==> config.mk <==
export PLATFORM = sky130hd
export DESIGN_NAME = random_range_generator
export DESIGN_NICKNAME = d
export VERILOG_FILES = /design/src/rtl/rng_pkg.sv /design/src/rtl/lfsr_galois.sv /design/src/rtl/random_range_generator.sv
export SDC_FILE = /design/constraint.sdc
export NUM_CORES = 1
export LEC_CHECK = 0
export BUFFER_PORTS_ARGS = -buffer_cell sky130_fd_sc_hd__buf_2
export CORE_UTILIZATION = 35
export CTS_BUF_LIST = sky130_fd_sc_hd__clkbuf_8
export CTS_CLUSTER_SIZE = 16
export DETAILED_ROUTE_END_ITERATION = 10
export MAX_ROUTING_LAYER = met4
export PLACE_DENSITY_LB_ADDON = 0.1
export SYNTH_ARGS = -nofsm -noshare
export SYNTH_HDL_FRONTEND = slang
export SYNTH_SLANG_ARGS = --single-unit
==> constraint.sdc <==
create_clock -name clk -period 1.9 [get_ports clk]
set_input_delay 0.19 -clock clk [delete_from_list [all_inputs] [get_ports clk]]
set_output_delay 0.19 -clock clk [all_outputs]
set_load 0.01 [all_outputs]
==> src/rtl/rng_pkg.sv <==
// Shared types and LFSR helpers for the random range generator.
package rng_pkg;

    typedef enum logic [1:0] {IDLE, GEN, HOLD} rng_state_t;

    function automatic logic [31:0] lfsr_taps(input int width);
        case (width)
            8:       return 32'h0000_00B8;
            16:      return 32'h0000_B400;
            24:      return 32'h00E1_0000;
            32:      return 32'h8020_0003;
            default: return 32'h0000_0000;
        endcase
    endfunction

    // Galois right-shift step; narrower states ride zero-extended in 32 bits.
    function automatic logic [31:0] lfsr_next(input logic [31:0] s, input logic [31:0] taps);
        return s[0] ? ((s >> 1) ^ taps) : (s >> 1);
    endfunction

endpackage

==> src/rtl/lfsr_galois.sv <==
// Galois LFSR with step enable and seed load; a zero seed falls back to SEED.
module lfsr_galois
    import rng_pkg::*;
#(
    parameter int          WIDTH = 16,
    parameter logic [31:0] SEED  = 32'hACE1
) (
    input  logic             clk,
    input  logic             rst,
    input  logic             step,
    input  logic             load,
    input  logic [WIDTH-1:0] load_val,
    output logic [WIDTH-1:0] state
);

    localparam logic [31:0]      TAPS   = lfsr_taps(WIDTH);
    localparam logic [WIDTH-1:0] SEED_W = SEED[WIDTH-1:0];

    logic [WIDTH-1:0] state_q, state_d;

    always_comb begin
        state_d = state_q;
        if (load) begin
            // all-zero is the lock-up state of the LFSR
            state_d = (load_val == '0) ? SEED_W : load_val;
        end else if (step) begin
            state_d = WIDTH'(lfsr_next(32'(state_q), TAPS));
        end
    end

    always_ff @(posedge clk or negedge rst) begin
        if (!rst) state_q <= SEED_W;
        else      state_q <= state_d;
    end

    assign state = state_q;

endmodule

==> src/rtl/random_range_generator.sv <==
// Uniform [0, LIMIT-1] generator: LFSR + rejection sampling with bounded-retry fallback.
// Optional RNG_FREE_RUN_EN: LFSR also steps in IDLE/HOLD (timing-dependent output).
module random_range_generator
    import rng_pkg::*;
#(
    parameter int          WIDTH     = 16,
    parameter int          LIMIT     = 15,
    parameter logic [31:0] SEED      = 32'hACE1,
    parameter int          MAX_TRIES = 4,
    localparam int         OUT_W     = (LIMIT > 2) ? $clog2(LIMIT) : 1
) (
    input  logic             clk,
    input  logic             rst,
    input  logic             req,
    input  logic             rnd_ready,
    input  logic             seed_load,
    input  logic [WIDTH-1:0] seed_in,
    output logic [OUT_W-1:0] rnd_value,
    output logic             rnd_valid,
    output logic             busy
);

    localparam logic [31:0]      TAPS     = lfsr_taps(WIDTH);
    localparam int               TRY_W    = (MAX_TRIES > 1) ? $clog2(MAX_TRIES) : 1;
    localparam logic [31:0]      LIM32    = 32'(LIMIT);
    localparam logic [31:0]      LAST32   = 32'(MAX_TRIES - 1);
    localparam logic [OUT_W:0]   LIM_W    = LIM32[OUT_W:0];
    localparam logic [OUT_W-1:0] LIM_LO   = LIM32[OUT_W-1:0];
    localparam logic [TRY_W-1:0] LAST_TRY = LAST32[TRY_W-1:0];

    rng_state_t       state_q, state_d;
    logic [TRY_W-1:0] tries_q, tries_d;
    logic [OUT_W-1:0] value_q, value_d;
    logic             valid_q, valid_d;
    logic             lfsr_step;
    logic [WIDTH-1:0] lfsr_state;
    logic [OUT_W-1:0] cand;

    lfsr_galois #(.WIDTH(WIDTH), .SEED(SEED)) u_lfsr (
        .clk      (clk),
        .rst      (rst),
        .step     (lfsr_step),
        .load     (seed_load),
        .load_val (seed_in),
        .state    (lfsr_state)
    );

    // candidate is taken from the state the LFSR moves to on this edge
    assign cand = OUT_W'(lfsr_next(32'(lfsr_state), TAPS));

    always_comb begin
        state_d = state_q;
        tries_d = tries_q;
        value_d = value_q;
        valid_d = valid_q;
`ifdef RNG_FREE_RUN_EN
        lfsr_step = 1'b1;
`else
        lfsr_step = 1'b0;
`endif
        if (seed_load) begin
            state_d = IDLE;
            tries_d = '0;
            valid_d = 1'b0;
        end else begin
            case (state_q)
                IDLE: begin
                    if (req) begin
                        state_d = GEN;
                        tries_d = '0;
                    end
                end
                GEN: begin
                    lfsr_step = 1'b1;
                    if ({1'b0, cand} < LIM_W) begin
                        value_d = cand;
                        valid_d = 1'b1;
                        state_d = HOLD;
                    end else if (tries_q == LAST_TRY) begin
                        // LIMIT > 2**(OUT_W-1), so one subtraction lands in range
                        value_d = cand - LIM_LO;
                        valid_d = 1'b1;
                        state_d = HOLD;
                    end else begin
                        tries_d = tries_q + TRY_W'(1);
                    end
                end
                HOLD: begin
                    if (rnd_ready) begin
                        valid_d = 1'b0;
                        state_d = IDLE;
                    end
                end
                default: state_d = IDLE;
            endcase
        end
    end

    always_ff @(posedge clk or negedge rst) begin
        if (!rst) begin
            state_q <= IDLE;
            tries_q <= '0;
            value_q <= '0;
            valid_q <= 1'b0;
        end else begin
            state_q <= state_d;
            tries_q <= tries_d;
            value_q <= value_d;
            valid_q <= valid_d;
        end
    end

    assign rnd_value = value_q;
    assign rnd_valid = valid_q;
    assign busy      = (state_q != IDLE);

endmodule

Word-level counts from Yosys, hierarchy flattened:

Cells that the tools add are included.

* bitwise operators: 2
* divide/modulo/power cells: 0
* shifts and indexed selects: 0
* reduce and logical (&&, ||, !) cells: 11
* multiplexer cells: 24
* order comparisons: 1
* equal/unequal tests: 8
* add/sub/neg operators: 2
* multipliers: 0

Operators by type and width (number)
* 16-bit 2-to-1 mux: 4
* 2-bit 2-to-1 mux: 9
* 16-bit zero test: 1
* 3-bit inequality test, second input constant: 4
* 3-bit AND reduction: 3
* 4-bit 2-to-1 mux: 2
* 1-bit 2-to-1 mux: 6
* 2-bit case mux with 3 select lines: 1
* 2-bit nonzero test: 3
* 3-bit nonzero test: 2
* 2-bit == test, second input constant: 2
* 4-bit less-than comparator, second input constant: 1
* 4-bit inequality test, second input constant: 1
* 3-bit inverter with 4-bit output: 1
* 2-bit case mux with 2 select lines: 1
* 4-bit AND reduction: 1
* 4-bit subtractor, second input constant: 1
* 2-bit by 1-bit adder with 2-bit output, second input constant: 1
* 2-bit by 1-bit == test with 1-bit output, second input constant: 1
* 2-bit zero test: 1
* 1-bit case mux with 2 select lines: 1
* 1-bit inverter: 1

* memory bits (read-only): 0
* memories kept: 0
* bits in registers: 25
* latch bits: 0
* output and inout bits: 6
* memory bits (writable): 0
* word-level logic and storage cells: 53
* input bits: 21

Longest topological paths before layout:

Gate-level depths: netlist of run 1.

* depth in word-level cells: 6
* mapped depth: 6
* depth with buffers taken out: 4

Hierarchy:

A second synthesis of run 1 with hierarchy kept.

* cells, all modules: 116
* area total of the unflattened synthesis: 1336.3 um2

By module, submodules not included
* lfsr_galois: area an instance 837.1 um2, instances 1, cells an instance 71, seq. area each 410.4 um2
* random_range_generator: area an instance 499.2 um2, instances 1, cells an instance 45, seq. area each 225.2 um2

Least setup slack after synthesis of run 1:

OpenSTA, ideal clock, no wires.

* path type: reg-to-reg
* start point: reg u_lfsr.state_q[1], in the netlist u_lfsr.state[1]
* end point: reg value_q[0], in the netlist rnd_value[0]
* period minus slack after synthesis: 1526 ps
* setup slack: 374 ps
* arrival time: 1401 ps
* required time: 1775 ps
* stages on the path, launching flop included: 5
* buffers on the path: 0
* library setup time: 125 ps
* cell sequence: dfrtp_1 > ha_1 > and4b_1 > nor3_4 > mux2_2

* cells in the longest elaborated chain, start to end: 4
* elaborated cells between the ends (all ways): 7
* classes of those cells: add/sub (1); order compare (1); mux (3); reduce/logical (2)

Ends and longest elaborated chain
* from (decl): RTL line lfsr_galois.sv:19 `logic [WIDTH-1:0] state_q, state_d;`
* from (signal assigned): RTL line lfsr_galois.sv:33 `else state_q <= state_d;`
* 16-bit 2-to-1 mux *
* 4-bit subtractor / 4-bit less-than comparator (equally long branches): RTL line random_range_generator.sv:81, random_range_generator.sv:75
* 4-bit 2-to-1 mux / 2-bit nonzero test (equally long branches)
* 4-bit 2-to-1 mux / 3-bit AND reduction (equally long branches)
* to (signal assigned): RTL line random_range_generator.sv:108 `value_q <= value_d;`
* to (decl): RTL line random_range_generator.sv:33 `logic [OUT_W-1:0] value_q, value_d;`

Mark *: on every way between the ends. The rest lies on a longest branch, timed or not. The select of a mux whose other input is x is not followed.
A chain may end at the register's enable or synchronous reset.

Final worst setup path of run 1:

* start point: reg u_lfsr.state_q[1], in the netlist u_lfsr.state[1]
* end point: reg value_q[1], in the netlist rnd_value[1]

Same word-level chain as after synthesis.

==> results.md, run 1 <==
* Worst r2r src: u_lfsr.state[1]
* CP Cell Sequence: ha_1, and4b_1, nor3_4, mux2_2
* TNS Setup at 0 ns
* Initial Utilization at 36.6%
* Diode count at 0
* Worst Setup Start Kind: flop
* Worst setup EP type: flop
* Status: finished, final reports clean
* Crit Path Max Fanout at 5
* Placed cells at 206
* FMAX at 612 MHz
* Leakage at 0.753 nW
* Yosys top cell by area: dfrtp_1
* R2R Setup Slk at 0.26 ns
* Remaining DRCs at 0
* Max Cap Viol at 0
* Post-DP HPWL at 2140 um
* Vias post-DR at 1079
* Hold WC Path Type: primary input to flop
* RSZ-0062 raised after global routing: no
* IO Port Bufs at 26
* Fin crit period at 1.64 ns
* CP max stage delay at 0.44 ns
* Mean area per synthesized cell at 9.86 sq um
* Cts bufs inserted at 3
* Final Hold Fails at 0
* Distinct cells, synth at 33
* R2R depth at 4
* Placed standard-cell area at 0.00151 sq mm
* Ys async rst share at 100%
* Final Skew at 0.00374 ns
* Register area share after synthesis at 47.4%
* Setup violations, final at 0
* Core area at 0.00366 sq mm
* Count leader, synth: nand2_1
* Largest net degree at the start of global routing at 26
* CP arrival at 1.79 ns
* Warnings from Yosys at 0
* Synth top area cells: dfrtp_1 32%, dfstp_2 16%, nand2_1 8.4%
* Full die area at 0.00408 sq mm
* Ys flop type: dfrtp_1
* Drt pass-1 iters at 4
* Clk buf depth at 2
* Num Clock Sinks at 25
* # H-tree levels at 1
* Max Slew Vio Count at 0
* Post-Syn Area at 0.00134 sq mm
* Top cell type's share of synthesized area at 31.7%
* Total gr overflow at 0
* TritonCTS clock tree: built
* Post-synth top cells: 30 x nand2_1, 17 x dfrtp_1, 12 x inv_1
* Clock-pin slew on the worst setup and hold paths at 0.09 ns
* Worst Hold Slack at 0.119 ns
* First-pass GRT wire length at 5240 um
* Initial antenna violation count at 0
* CP Launch Point: u_lfsr.state[1]
* Iteration-0 DRC Markers at 48
* CP Data Required Time at 2.06 ns
* Routed vias/inst at 5.11
* VDD IR max at 321 uV
* Antenna viol nets, final at 0
* Post-synthesis net count at 159
* Slew margin rel. at 61.3%
* Horiz. Die Dim at 63.9 um
* Pwr Total at 1.25 mW
* Wire length per cell at 14.3 um
* Worst setup path class: flop to flop
* Standard-cell rows at 22
* Skew-Pair Late Insertion Delay at 0.27 ns
* Total global-route track usage at 17.1%
* Die Height at 63.9 um
* Crit path to: rnd_value[1]
* Power Dens Cells at 801 mW/mm^2
* IO Pins at 27
* Nets@finish at 187
* Synth-to-Final Area Change at 16.5%
* Vias in the first global route at 1107
* Post-CTS sizing at 0
* Syn Inst Count at 136
* Cell area after layout at 0.00156 sq mm
* Root buf cell: clkbuf_8
* Finished Layout Cells at 211
* Final WL at 3010 um
* Number of synthesized register bits at 25
* Post-synth EDFFs at 0
* Worst R2R End: rnd_value[1]
* Worst-Margin Slew at 0.580 ns
* RD Place Congestion at 0.800
* Tcrit/Tclk final at 86.1%
* Share of cells above drive strength 1 at 29.4%
* Slowest-stage cell, CP: dfrtp_1
==> layout by cell type (no fill, tap or decap), types with 2 or more instances in the layout <==
| cell type | n |
|---|---|
| inv_1 | 13 |
| mux2_2 | 3 |
| ha_1 | 2 |
| xor2_1 | 3 |
| buf_4 | 3 |
| or3_1 | 2 |
| buf_2 | 26 |
| dfstp_2 | 8 |
| nor4_1 | 4 |
| a21oi_1 | 2 |
| a32oi_1 | 8 |
| dfrtp_1 | 17 |
| clkbuf_8 | 3 |
| nand2_1 | 30 |
| nand4_1 | 2 |
| a31oi_1 | 2 |
| nand3_1 | 3 |
| mux2i_1 | 10 |
| o21ai_0 | 8 |
==> per-layer routing <==
metal	track usage (%)	up-vias	share of wire, %
li1	-	530	-
met1	24.0	529	51
met2	25.5	18	46
met3	2.32	2	2.5
met4	5.40	0	0.70
met5	-	-	0
==> critical path, delay by kind of cell (launching register included) <==
kind                       cells  cell delay [ns]
adders and majority gates      1             0.28
muxes                          1             0.36
and+or+nand+nor                2             0.45
DFF                            1             0.44
==> area by class of cell <==
cell class	instances	area [sq um]
sequential	25	636
fill	377	2100
clock buffer	3	41.3
multi-input combinational	91	611
tap	48	60.1
clock inverter	1	3.75
timing repair buffer	30	163
inverter	13	48.8
==> cell families after synthesis <==
group	Yosys count	synth area share, %
simple gates	48	18.2
flops	25	47.4
compound gates	24	12.9
buf+inv	20	7.09
mux	13	9.98
xor+xnor	4	2.61
fa+ha+maj	2	1.87
==> registers in the layout, summed over array words and instances (netlist names) <==
register	flops
rnd_valid	1
state_q	2
tries_q	2
rnd_value	4
u_lfsr.state	16
==> timing repair <==
action,4_1_cts,5_1_grt
endpoints found under the hold margin,17,0
setup buffers,0,0
hold buffers,1,0
==> per-stage QoR <==
stage	util (%)	worst slack (ns)
3_5_place_dp	41.2	0.266
5_1_grt	42.7	0.138
6_report	42.7	0.265
3_3_place_gp	41.2	0.311
2_1_floorplan	-	0.374
4_1_cts	42.7	0.256
==> power breakdown <==
group,switching (mW),internal [mW]
registers,0.0564,0.618
logic,0.139,0.123
clock network,0.171,0.145
==> how the worst min path moves through the flow <==
| stage | start | to | slack [ns] | cells after the start |
|---|---|---|---|---|
| CTS | seed_in[11] | u_lfsr.state[11] | 0.12 | 3 |
| finish | seed_in[11] | u_lfsr.state[11] | 0.12 | 3 |
| global placement | rst | rnd_value[2] | 0.22 | 1 |
| global route | seed_in[10] | u_lfsr.state[10] | 0.12 | 3 |
| detailed placement | rst | rnd_value[0] | 0.23 | 1 |
| floorplan | rst | rnd_valid | -0.11 | 0 |
No activity file was read; power rests on OpenSTA's default activity.
==> inputs of run 2 (changes only) <==
CORE_ASPECT_RATIO = 1.75   (was unset)
GPL_TIMING_DRIVEN = 0   (was unset)
SETUP_SLACK_MARGIN = 0.02   (was unset)
==> run 2 against run 1 <==
Net effect: clock power is 1% lower; via count is 0.83% higher; clock-buffer cell count stayed put; non-clock buffer count is 4 higher; final area is 1.4% higher; worst setup slack worse by 0.045 ns; routed wire length is 0.90% lower; sequential share of layout area is 0.55 points lower; cell count is 0.95% higher.
==> results.md, run 2 (synthesis gave the netlist of run 1 again) <==
* CP arrival at 1.84 ns (+0.05 ns)
* R2R Setup Slk at 0.22 ns (-0.04 ns)
* Die Height at 83.9 um (+31%)
* Initial antenna violation count at 0 (unchanged)
* Worst R2R End: rnd_value[0]
* Status: finished, final reports clean
* Hold WC Path Type: primary input to flop
* Largest net degree at the start of global routing at 26 (unchanged)
* Routed vias/inst at 5.11 (-0.11%)
* CP max stage delay at 0.45 ns (about the same)
* Multi-input logic area at 611 sq um (unchanged)
* Cts bufs inserted at 3 (unchanged)
* Most frequent cells in the layout: 30 x nand2_1, 27 x buf_2, 17 x dfrtp_1
* Leakage at 0.763 nW (+1.4%)
* Iteration-0 DRC Markers at 20 (-58%)
* Vias post-DR at 1088 (+0.83%)
* Setup violations, final at 0 (unchanged)
* RSZ-0062 raised after global routing: no
* R2R depth at 4 (unchanged)
* Commonest non-fill, non-tap cell in the layout: nand2_1
* Standard-cell rows at 29 (+32%)
* Root buf cell: clkbuf_8
* Core area at 0.00363 sq mm (-0.89%)
* Post-CTS sizing at 0 (unchanged)
* Num Clock Sinks at 25 (unchanged)
* Final WL at 2980 um (-0.90%)
* VDD IR max at 512 uV (+60%)
* IO Port Bufs at 26 (unchanged)
* Crit Path Max Fanout at 5 (unchanged)
* Pwr Total at 1.25 mW (about the same)
* Nets@finish at 191 (+2.1%)
* Crit path to: rnd_value[0]
* Max Cap Viol at 0 (unchanged)
* Full die area at 0.00409 sq mm (+0.23%)
* Slowest-stage cell, CP: dfrtp_1
* # H-tree levels at 1 (unchanged)
* Skew-Pair Late Insertion Delay at 0.27 ns (about the same)
* Worst min-delay path startpoint: seed_in[11]
* TritonCTS clock tree: built
* Total global-route track usage at 16.4% (-0.76 points)
* Final core utilization at 43.7% (+0.97 points)
* First-pass GRT wire length at 4910 um (-6.3%)
* Remaining DRCs at 0 (unchanged)
* Final Hold Fails at 0 (unchanged)
* Clk buf depth at 2 (unchanged)
* Sequential cell area at 636 sq um (unchanged)
* Max Slew Vio Count at 0 (unchanged)
* Worst Setup Start Kind: flop
* Antenna viol nets, final at 0 (unchanged)
* FMAX at 595 MHz (-2.7%)
* Worst r2r src: u_lfsr.state[1]
* Horiz. Die Dim at 48.8 um (-24%)
* RD Place Congestion at 0.780 (-2.5%)
* CP Launch Point: u_lfsr.state[1]
* Worst-Margin Slew at 0.596 ns (+0.0159 ns)
* Slew margin rel. at 60.3% (-1.1 points)
* Fillers at 378 (+0.27%)
* Power Dens Cells at 790 mW/mm^2 (-1.4%)
* Tcrit/Tclk final at 88.4% (+2.4 points)
* Drt pass-1 iters at 4 (unchanged)
* Final Skew at 0.00532 ns (+0.00158 ns)
* Synth-to-Final Area Change at 18.1%
* Initial Utilization at 37.0% (+0.33 points)
* IO Pins at 27 (unchanged)
* Max FFs per register at 16 (unchanged)
* TNS Setup at 0 ns (unchanged)
* Vias in the first global route at 1033 (-6.7%)
* Post-DP HPWL at 2210 um (+3.1%)
* CP Cell Sequence: ha_1, and4b_1, nor3_4, mux2_2
* Clock-pin slew on the worst setup and hold paths at 0.09 ns (about the same)
* Total gr overflow at 0 (unchanged)
* Worst setup path class: flop to flop
* Share of cells above drive strength 1 at 29.3% (-0.11 points)
* CP Data Required Time at 2.06 ns (about the same)
* Fin crit period at 1.68 ns (+0.0448 ns)
* Wire length per cell at 14.0 um (-1.8%)
* Diode count at 0 (unchanged)
* Worst setup EP type: flop
## run 2: cell count changes in the layout (fill, tap and decap cells not counted)
cell | before | now
buf_2 | 26 | 27
buf_4 | 3 | 1
buf_6 | 0 | 2
clkbuf_1 | 0 | 3
## run 2: how the worst min path moves through the flow
stage	endpoint	depth (start not counted)
floorplan	rnd_valid	0
global placement	state_q[0]	1
detailed placement	state_q[0]	1
CTS	u_lfsr.state[0]	3
global route	u_lfsr.state[0]	3
finish	u_lfsr.state[11]	3
## run 2: power breakdown
group          internal, mW  switching [mW]
logic                 0.129           0.148
registers             0.617          0.0449
clock network         0.145           0.167
total                 0.891           0.360
## run 2: what timing repair did
item | 4_1_cts | 5_1_grt
buffers inserted | 0 | 0
hold buffers | 1 | 0
endpoints found under the hold margin | 17 | 0
## run 2: metrics by stage
step                      worst slack, ns  instance area [sq um]  instances  hold WS [ns]
after detailed placement            0.229                   1530        208         0.231
after CTS                           0.197                   1580        213         0.107
final                               0.220                   1580        213         0.113
after global routing                0.141                   1580        213         0.125
after floorplan                     0.374                   1340        136        -0.106
after global placement              0.229                   1530        208         0.226
## run 2: per-layer routing
metal	global-route usage [%]	vias up	routed length, um
met1	19.8	513	1300
li1	-	542	-
met4	8.02	0	59
met3	1.82	4	101
met5	-	-	0
met2	26.6	29	1520
## run 2: final cells by class
| class | instances | area share (%) |
|---|---|---|
| buffer | 7 | 2.92 |
| clock buffer | 3 | 2.61 |
| clock inverter | 1 | 0.237 |
| inverter | 13 | 3.08 |
| multi-input combinational | 91 | 38.5 |
| sequential | 25 | 40.1 |
| tap | 46 | 3.63 |
| timing repair buffer | 27 | 8.85 |
## run 2: worst max-delay path, delay by kind of cell, from the launching register on
family / cells / cell delay, ns
muxes: 1 / 0.36
adders and majority gates: 1 / 0.28
DFF: 1 / 0.45
and+or+nand+nor: 2 / 0.48
